--- src/rtl/cpu_bus_responder_pkg.sv ---
// Shared definitions for the CPU bus responder.
// Holds the two-state FSM encoding, the hard-wired vector addresses at the
// top of the address map, and the data byte returned when an access times out.
package cpu_bus_responder_pkg;

  typedef enum logic {
    ST_IDLE = 1'b0,
    ST_WAIT = 1'b1
  } busState_t;

  localparam logic [15:0] VEC_NMI_LO   = 16'hFFFA;
  localparam logic [15:0] VEC_NMI_HI   = 16'hFFFB;
  localparam logic [15:0] VEC_RESET_LO = 16'hFFFC;
  localparam logic [15:0] VEC_RESET_HI = 16'hFFFD;
  localparam logic [15:0] VEC_IRQ_LO   = 16'hFFFE;
  localparam logic [15:0] VEC_IRQ_HI   = 16'hFFFF;

  localparam logic [7:0] TIMEOUT_DATA = 8'hFF;

  // The vector window runs to the top of the 16-bit map, so a lower bound suffices.
  function automatic logic isVectorAddr(input logic [15:0] addr);
    return (addr >= VEC_NMI_LO);
  endfunction

endpackage

--- src/rtl/cpu_bus_responder_vector_rom.sv ---
// vector_rom: combinational lookup of the vector byte for a read in the
// 0xFFFA..0xFFFF window.
// Ports:
//   addrBits    in  3   CPU address bits 2:0
//   resetVector in  16  reset vector (0xFFFC/0xFFFD)
//   nmiVector   in  16  NMI vector   (0xFFFA/0xFFFB)
//   irqVector   in  16  IRQ vector   (0xFFFE/0xFFFF)
//   vectorByte  out 8   selected byte (even address = low byte)
module vector_rom
  import cpu_bus_responder_pkg::*;
(
  input  logic [2:0]  addrBits,
  input  logic [15:0] resetVector,
  input  logic [15:0] nmiVector,
  input  logic [15:0] irqVector,
  output logic [7:0]  vectorByte
);

  // Byte select on the low three address bits; unused codes read as zero.
  always_comb begin
    vectorByte = 8'h00;
    case (addrBits)
      VEC_NMI_LO[2:0]:   vectorByte = nmiVector[7:0];
      VEC_NMI_HI[2:0]:   vectorByte = nmiVector[15:8];
      VEC_RESET_LO[2:0]: vectorByte = resetVector[7:0];
      VEC_RESET_HI[2:0]: vectorByte = resetVector[15:8];
      VEC_IRQ_LO[2:0]:   vectorByte = irqVector[7:0];
      VEC_IRQ_HI[2:0]:   vectorByte = irqVector[15:8];
      default:           vectorByte = 8'h00;
    endcase
  end

endmodule

--- src/rtl/cpu_bus_responder.sv ---
// cpu_bus_responder: answers CPU vector fetches locally and forwards all other
// accesses to an external memory with a single-cycle ack, timing out after
// TIMEOUT_CYCLES wait cycles with a sticky bus error.
// Ports:
//   clk, rst                       clock, async active-high reset
//   cpuAddressLow/High [7:0]       CPU address
//   cpuDataWrite [7:0]             CPU write data
//   cpuReadWrite                   1=read, 0=write
//   cpuAccessValid                 access request
//   cpuDataRead [7:0]              registered read data
//   cpuReady                       high while IDLE
//   memRequest                     high while WAIT
//   memWriteEnable                 latched write flag
//   memAddress [15:0]              latched address
//   memWriteData [7:0]             latched write data
//   memReadData [7:0], memAck      memory response
//   busError, busErrorClear        sticky timeout flag and its clear
module cpu_bus_responder
  import cpu_bus_responder_pkg::*;
#(
  parameter logic [15:0] RESET_VECTOR   = 16'hF000,
  parameter logic [15:0] NMI_VECTOR     = 16'hF100,
  parameter logic [15:0] IRQ_VECTOR     = 16'hF200,
  parameter int          TIMEOUT_CYCLES = 16
) (
  input  logic        clk,
  input  logic        rst,
  input  logic [7:0]  cpuAddressLow,
  input  logic [7:0]  cpuAddressHigh,
  input  logic [7:0]  cpuDataWrite,
  input  logic        cpuReadWrite,
  input  logic        cpuAccessValid,
  output logic [7:0]  cpuDataRead,
  output logic        cpuReady,
  output logic        memRequest,
  output logic        memWriteEnable,
  output logic [15:0] memAddress,
  output logic [7:0]  memWriteData,
  input  logic [7:0]  memReadData,
  input  logic        memAck,
  output logic        busError,
  input  logic        busErrorClear
);

  // Last counter value before the timeout fires.
  localparam logic [7:0] TIMEOUT_LAST = 8'(TIMEOUT_CYCLES - 1);

  busState_t   state_r;
  logic [7:0]  waitCount_r;
  logic [7:0]  cpuDataRead_r;
  logic [15:0] memAddress_r;
  logic [7:0]  memWriteData_r;
  logic        memWriteEnable_r;
  logic        busError_r;

  logic [15:0] cpuAddress_s;
  logic [7:0]  vectorByte_s;
  logic        timeoutHit_s;

  assign cpuAddress_s = {cpuAddressHigh, cpuAddressLow};

  // Ack has priority: the timeout only fires on a WAIT cycle without memAck.
  assign timeoutHit_s = (state_r == ST_WAIT) && !memAck && (waitCount_r == TIMEOUT_LAST);

  vector_rom uVectorRom (
    .addrBits    (cpuAddress_s[2:0]),
    .resetVector (RESET_VECTOR),
    .nmiVector   (NMI_VECTOR),
    .irqVector   (IRQ_VECTOR),
    .vectorByte  (vectorByte_s)
  );

  // Access FSM: vector reads are served from IDLE, everything else goes through WAIT.
  always_ff @(posedge clk or posedge rst) begin
    if (rst) begin
      state_r          <= ST_IDLE;
      waitCount_r      <= 8'h00;
      cpuDataRead_r    <= 8'h00;
      memAddress_r     <= 16'h0000;
      memWriteData_r   <= 8'h00;
      memWriteEnable_r <= 1'b0;
    end else begin
      case (state_r)
        ST_IDLE: begin
          if (cpuAccessValid) begin
            if (cpuReadWrite && isVectorAddr(cpuAddress_s)) begin
              cpuDataRead_r <= vectorByte_s;
            end else begin
              memAddress_r     <= cpuAddress_s;
              memWriteData_r   <= cpuDataWrite;
              memWriteEnable_r <= ~cpuReadWrite;
              waitCount_r      <= 8'h00;
              state_r          <= ST_WAIT;
            end
          end
        end
        ST_WAIT: begin
          if (memAck) begin
            state_r <= ST_IDLE;
            if (!memWriteEnable_r) begin
              cpuDataRead_r <= memReadData;
            end
          end else if (timeoutHit_s) begin
            state_r <= ST_IDLE;
            if (!memWriteEnable_r) begin
              cpuDataRead_r <= TIMEOUT_DATA;
            end
          end else begin
            waitCount_r <= waitCount_r + 8'd1;
          end
        end
        default: begin
          state_r <= ST_IDLE;
        end
      endcase
    end
  end

  // Sticky bus error: a timeout in the same cycle as a clear keeps the flag set.
  always_ff @(posedge clk or posedge rst) begin
    if (rst) begin
      busError_r <= 1'b0;
    end else if (timeoutHit_s) begin
      busError_r <= 1'b1;
    end else if (busErrorClear) begin
      busError_r <= 1'b0;
    end else begin
      busError_r <= busError_r;
    end
  end

  assign cpuReady       = (state_r == ST_IDLE);
  assign memRequest     = (state_r == ST_WAIT);
  assign cpuDataRead    = cpuDataRead_r;
  assign memAddress     = memAddress_r;
  assign memWriteData   = memWriteData_r;
  assign memWriteEnable = memWriteEnable_r;
  assign busError       = busError_r;

endmodule

--- config.mk ---
export PLATFORM = sky130hd
export DESIGN_NAME = cpu_bus_responder
export DESIGN_NICKNAME = d
export VERILOG_FILES = /design/src/rtl/cpu_bus_responder_pkg.sv /design/src/rtl/cpu_bus_responder_vector_rom.sv /design/src/rtl/cpu_bus_responder.sv
export SDC_FILE = /design/constraint.sdc
export NUM_CORES = 1
export LEC_CHECK = 0
export CORE_ASPECT_RATIO = 0.8
export CORE_MARGIN = 2
export CORE_UTILIZATION = 46
export DETAILED_ROUTE_END_ITERATION = 8
export PLACE_DENSITY = 0.79
export SYNTH_ARGS = -nofsm -noshare
export SYNTH_HDL_FRONTEND = slang
export SYNTH_HIERARCHICAL = 1
export SYNTH_SLANG_ARGS = --single-unit
--- constraint.sdc ---
create_clock -name clk -period 2 [get_ports clk]
set_input_delay 0.2 -clock clk [delete_from_list [all_inputs] [get_ports clk]]
set_output_delay 0.2 -clock clk [all_outputs]
set_load 0.02 [all_outputs]
=== Yosys cells after proc, flatten, opt, wreduce, memory -nomap -nowiden ===
Index checks and enable logic that the tools add are counted.

* Add/subtract/negate cells: 1
* $lt $le $gt $ge: 1
* Eq/ne operators: 11
* Muxes and demuxes: 20
* Bitwise operators: 3
* Reduce and logical (&&, ||, !) cells: 8

{| class="wikitable"
|+ Operators by type and width
! operator !! count
|-
| $mux 8 || 10
|-
| $pmux 8 s2 || 2
|-
| $pmux 8 s3 || 1
|-
| $ge 16x16->1 const B || 1
|-
| $ne 2x2->1 const B || 5
|-
| $add 8x1->8 const B || 1
|-
| $eq 8x4->1 const B || 1
|-
| $reduce_and 4->1 || 2
|-
| $eq 3x3->1 const B || 2
|-
| $mux 1 || 6
|-
| $eq 3x2->1 const B || 1
|-
| $logic_and 1x1->1 || 3
|-
| $ne 3x2->1 const B || 1
|-
| $not 1->1 || 3
|-
| $reduce_and 3->1 || 1
|-
| $ne 2x1->1 const B || 1
|-
| $pmux 1 s2 || 1
|-
| $reduce_bool 2->1 || 1
|-
| $logic_not 1->1 || 1
|}

* Bits in registers: 43
* Input port bits: 38
* Output and inout port bits: 36
* Word-level logic and storage cells: 51

=== Depth between registers and ports, before layout ===
* Word-level depth: 6
* Gate-level depth with buffers: 7
* Depth with buffers taken out: 6

=== Hierarchy ===
The synthesis kept the hierarchy.

{| class="wikitable"
|+ By module, submodules not included
! module !! instances !! cells an instance !! area an instance (um2)
|-
| cpu_bus_responder || 1 || 149 || 1891.8
|-
| vector_rom || 1 || 55 || 455.4
|}

=== Least setup slack after synthesis ===
No wires, ideal clock.

* Path type: register to register
* From: reg state_r (netlist: memRequest)
* To: reg memWriteData_r[0] (netlist: memWriteData[0])
* Library setup time: 127 ps
* Data arrival time: 1756 ps
* Path slack: 117 ps
* Stages on the path, launching flop included: 6
* Path through: dfrtp_1 -> inv_1 -> nand2_1 -> nor2_1 -> clkbuf_1 -> mux2_1

* Longest elaborated chain between the ends: 2

{| class="wikitable"
|+ RTL lines
! element !! line !! RTL
|-
| start: declaration || cpu_bus_responder.sv:48 || <nowiki>busState_t state_r;</nowiki>
|-
| start signal: assignment || cpu_bus_responder.sv:76 || <nowiki>state_r <= ST_IDLE;</nowiki>
|-
| start signal: assignment || cpu_bus_responder.sv:93 || <nowiki>state_r <= ST_WAIT;</nowiki>
|-
| start signal: assignment || cpu_bus_responder.sv:99 || <nowiki>state_r <= ST_IDLE;</nowiki>
|-
| $not 1->1 (no line) || -- ||
|-
| net cpuReady || cpu_bus_responder.sv:34 || <nowiki>output logic cpuReady,</nowiki>
|-
| $reduce_and 3->1 (no line) || -- ||
|-
| end signal: assignment || cpu_bus_responder.sv:90 || <nowiki>memWriteData_r <= cpuDataWrite;</nowiki>
|-
| end: declaration || cpu_bus_responder.sv:52 || <nowiki>logic [7:0] memWriteData_r;</nowiki>
|}

The timed path passes the listed nets, and every way through them passes these cells.
A chain may end at the register's enable or synchronous reset.

=== Final worst setup path ===
* From: in cpuAddressHigh[7]
* To: reg cpuDataRead_r[0] (netlist: cpuDataRead[0])

* Longest elaborated chain between the ends: 4

{| class="wikitable"
|+ RTL lines
! element !! line !! RTL
|-
| start: declaration || cpu_bus_responder.sv:29 || <nowiki>input logic [7:0] cpuAddressHigh,</nowiki>
|-
| $ge 16x16->1 || cpu_bus_responder_pkg.sv:22 || <nowiki>return (addr >= VEC_NMI_LO);</nowiki>
|-
| $logic_and 1x1->1 || cpu_bus_responder.sv:86 || <nowiki>if (cpuReadWrite && isVectorAddr(cpuAddress_s)) begin</nowiki>
|-
| $ne 2x1->1 (no line) || -- ||
|-
| $reduce_and 4->1 (no line) || -- ||
|-
| end signal: assignment || cpu_bus_responder.sv:87 || <nowiki>cpuDataRead_r <= vectorByte_s;</nowiki>
|-
| end signal: assignment || cpu_bus_responder.sv:101 || <nowiki>cpuDataRead_r <= memReadData;</nowiki>
|-
| end: declaration || cpu_bus_responder.sv:50 || <nowiki>logic [7:0] cpuDataRead_r;</nowiki>
|}

Every way passes these cells.

==> PnR_summary.wiki <==
{| class="wikitable"
! Metric !! Value
|-
| Status || completed
|-
| Highest Signal Layer || met4
|-
| Number of H-tree levels || 2
|-
| Switching power || 1.06 mW
|-
| Async S/R FF share, synth || 100%
|-
| Peak fanout along the critical path || 3
|-
| CTS buffer count || 5
|-
| Share of the synthesized area in the top cell type || 45.8%
|-
| DRT antenna net count || 0
|-
| Switching fraction of total power || between 30% and 40%
|-
| Total detailed-routing wirelength || ~5.8 mm
|-
| Post-detail-place hpwl || 4.19 mm
|-
| Initial antenna violation count || 0
|-
| Top cells by area in the synthesized netlist || sky130_fd_sc_hd__dfrtp_1, sky130_fd_sc_hd__mux2_2, sky130_fd_sc_hd__mux2i_1
|-
| Endpoints failing hold || 0
|-
| Gate count of the mapped netlist || 204
|-
| Cell area after technology mapping || 2350 um^2
|-
| Clock power share || 19.5%
|-
| Routed vias || a little over 2000
|-
| Peak supply drop || 0.717 mV
|-
| Diode count || 0
|-
| Prevailing post-synth register cell || sky130_fd_sc_hd__dfrtp_1
|-
| Comb pwr share || around two fifths
|-
| Routed len/inst || between 10 and 15 um
|-
| Synth Register Bits || 43
|-
| CTS Sinks || 43
|-
| Synth cell types || 44
|-
| Minimum clock period || 1.94 ns
|-
| Category of the worst setup path capture point || flop
|-
| Metal-1 WL || ~2.5 mm
|-
| Core occupancy in the finished layout || 71.4%
|-
| Drt via density || between 5 and 6
|-
| Setup clock skew after layout || 0.00656 ns
|-
| Global routing usage summed across all routing layers || 21.4%
|-
| Ports placed on the boundary || 74
|-
| Clock transition at the registers of the reported paths || 0.09 ns
|-
| Worst Hold Class || in -> async
|-
| Most numerous cell types in the synthesized netlist || sky130_fd_sc_hd__dfrtp_1, sky130_fd_sc_hd__mux2_2, sky130_fd_sc_hd__mux2i_1, sky130_fd_sc_hd__inv_1
|-
| Final-report setup violation count || 0
|-
| Max-cap violations || 0
|-
| Reg power frac || 38.9%
|-
| PwrDens || 875 nW/um^2
|-
| Total Nets Final || 377
|-
| Post-synthesis cell type with the largest combined area || sky130_fd_sc_hd__dfrtp_1
|-
| Row cnt || 23
|-
| Number of pins exceeding their max-slew limit in the final report || 0
|-
| Clock root buffer || sky130_fd_sc_hd__clkbuf_8
|-
| Unrepaired setup endpoints after global routing || false
|-
| Max-slew headroom at the worst pin || 53.1%
|-
| Place WS || -0.517 ns
|-
| Data arrival at the endpoint of the critical path || 2.15 ns
|-
| Die span in x || 83.9 um
|-
| DRC violations left || 0
|-
| Leak Pwr || 1.57 nW
|-
| Filler instances || 383
|-
| Number of DRC markers after the initial detailed-route iteration || 168
|-
| Internal power summed over all cells || 2.03 mW
|-
| First-pass GRT wire length || 9.65 mm
|-
| Critical Path Start Type || input pin
|-
| Starting Density || 47.4%
|-
| Number of enable-type register cells in the synthesized netlist || 0
|-
| Number of global-route vias before repair || ~2100
|-
| Layout Area Growth over Synthesis || 50.6%
|-
| Worst-case setup margin in the final layout || 0.0599 ns
|-
| Clock tree from TritonCTS || done
|-
| Maximum number of pins on one net before global-route repair || 44
|-
| Number of cells on the worst reg-to-reg path || 5
|-
| Core region area || just under 5000 um^2
|-
| Period utilisation layout || a little over nine tenths
|-
| First-pass iteration count of the detailed router || 4
|-
| Grt ovf || 0
|-
| Syn avg cell area || around 12 um^2
|-
| Maximum clock insertion buffer count || 2
|-
| Setup CP Type || in -> reg
|-
| Count of yosys warnings during synthesis || 6
|-
| Fraction of final layout cells sized beyond drive strength 1 || around 18%
|-
| Pin slew with the least headroom to its limit || 0.702 ns
|-
| Sequential fraction of the synthesis area || 45.8%
|-
| Clock latency reported for the late side of the worst-skew pair || ~0.30 ns
|-
| Met3 WL post-DR || 477 um
|-
| Weighted congestion reported at the end of routability-driven placement || 0.751
|-
| Area of the die || 5690 um^2
|-
| Most frequent cell after synthesis || sky130_fd_sc_hd__dfrtp_1
|-
| DIE HEIGHT || 67.9 um
|-
| Worst Path Required || 2.21 ns
|-
| Timing-limited maximum frequency || between 500 and 600 MHz
|-
| Port Buffer Count || 73
|-
| Met2 Wirelength || 2.70 mm
|}
layout make-up:
class                      count  area (um^2)  share of cell area, %
inverter                      14         52.6                   1.49
multi-input combinational    183         1350                   38.1
clock inverter                 2         13.8                  0.389
clock buffer                   6         82.6                   2.34
timing repair buffer          91          886                   25.1
sequential                    43         1080                   30.4
tap                           62         77.6                   2.19
critical path, cell delays in order:
cell and delay, ns:
sky130_fd_sc_hd__clkdlybuf4s50_1 0.48, sky130_fd_sc_hd__nand4_1 0.17, sky130_fd_sc_hd__buf_4 0.18, sky130_fd_sc_hd__or4_4 0.49, sky130_fd_sc_hd__o32ai_4 0.23, sky130_fd_sc_hd__buf_6 0.18
sky130_fd_sc_hd__mux2i_2 0.23
cell families after synthesis:
group	after synthesis	share of synthesized area, %
XOR/XNOR	4	1.49
multiplexers	49	23.8
buffers and inverters	24	5.06
other	2	0.320
adder cells (fa/ha/maj)	1	0.533
flip-flops	43	45.8
AND/OR/NAND/NOR	40	9.70
AO/OA/AOI/OAI	41	13.2
power by group through the flow:
stage | clock network (mW) | registers [mW] | logic, mW
after floorplan | 0 | 1.46 | 0.408
after global placement | 0 | 1.21 | 1.24
after detailed placement | 0 | 1.22 | 1.27
after CTS | 0.616 | 1.21 | 1.28
after global routing | 0.646 | 1.23 | 1.37
final | 0.603 | 1.20 | 1.29
final timing paths:
check	startpoint	end	slack, ns
worst max-delay path	cpuAddressHigh[7]	cpuDataRead[0]$_DFFE_PP0P_	0.06
worst min-delay path	rst	cpuDataRead[5]$_DFFE_PP0P_	0.24
worst max register to register	waitCount_r[6]$_DFFE_PP0P_	cpuDataRead[0]$_DFFE_PP0P_	0.14
worst min register to register	memWriteData[1]$_DFFE_PP0P_	memWriteData[1]$_DFFE_PP0P_	0.50
max in group asynchronous	rst	cpuDataRead[7]$_DFFE_PP0P_	1.53
min in group clk	busErrorClear	busError$_DFFE_PP0P_	0.46
sequential cells by signal, indices dropped and copies added (netlist names):
register	flops
busError	1
cpuDataRead	8
memAddress	16
memRequest	1
memWriteData	8
memWriteEnable	1
waitCount_r	8
stage by stage:
stage          setup TNS, ns  std cells  power (mW)  cell area, um^2  hold slack, ns
6_report                   0        401        3.09             3530           0.239
5_1_grt                    0        401        3.25             3530           0.270
2_1_floorplan              0        250        1.87             2520           0.299
4_1_cts                    0        399        3.10             3500           0.253
3_3_place_gp          -15.35        391        2.45             3400           0.472
3_5_place_dp          -16.75        391        2.49             3400           0.477
layout by cell type, fill, tap and decap left out, drive strengths merged, types with 2 or more instances in the layout:
cell type      synthesis  routed
conb                   2      48
o21ai                  9       9
clkdlybuf4s50          0      73
mux2                  30      30
nor3                   2       2
o22ai                  9       9
nor4                   3       3
or3                    2       2
dfrtp                 43      43
xor2                   3       3
inv                   14      14
nand2                  6       6
clkbuf                 2       6
nand2b                 2       2
a221o                  5       5
a21oi                  6       6
nor2                   9       9
a211oi                 3       3
nand3                  5       5
buf                    8      18
nand4                  5       5
clkinv                 0       2
mux2i                 18      18
routing by layer:
metal | global-route usage [%] | vias to the layer above
met5 | 0 | -
met1 | 26.8 | 967
met2 | 36.0 | 70
li1 | - | 975
met4 | 6.05 | 0
met3 | 7.24 | 8
repair_timing:
action / CTS / global route
endpoints found under the setup margin: 31 / 35
gates resized for setup: 1 / 5
pin swaps: 0 / 3
setup buffers: 0 / 2
hold buffers: 0 / 0
Note: power is estimated with default switching activity, not from simulation.
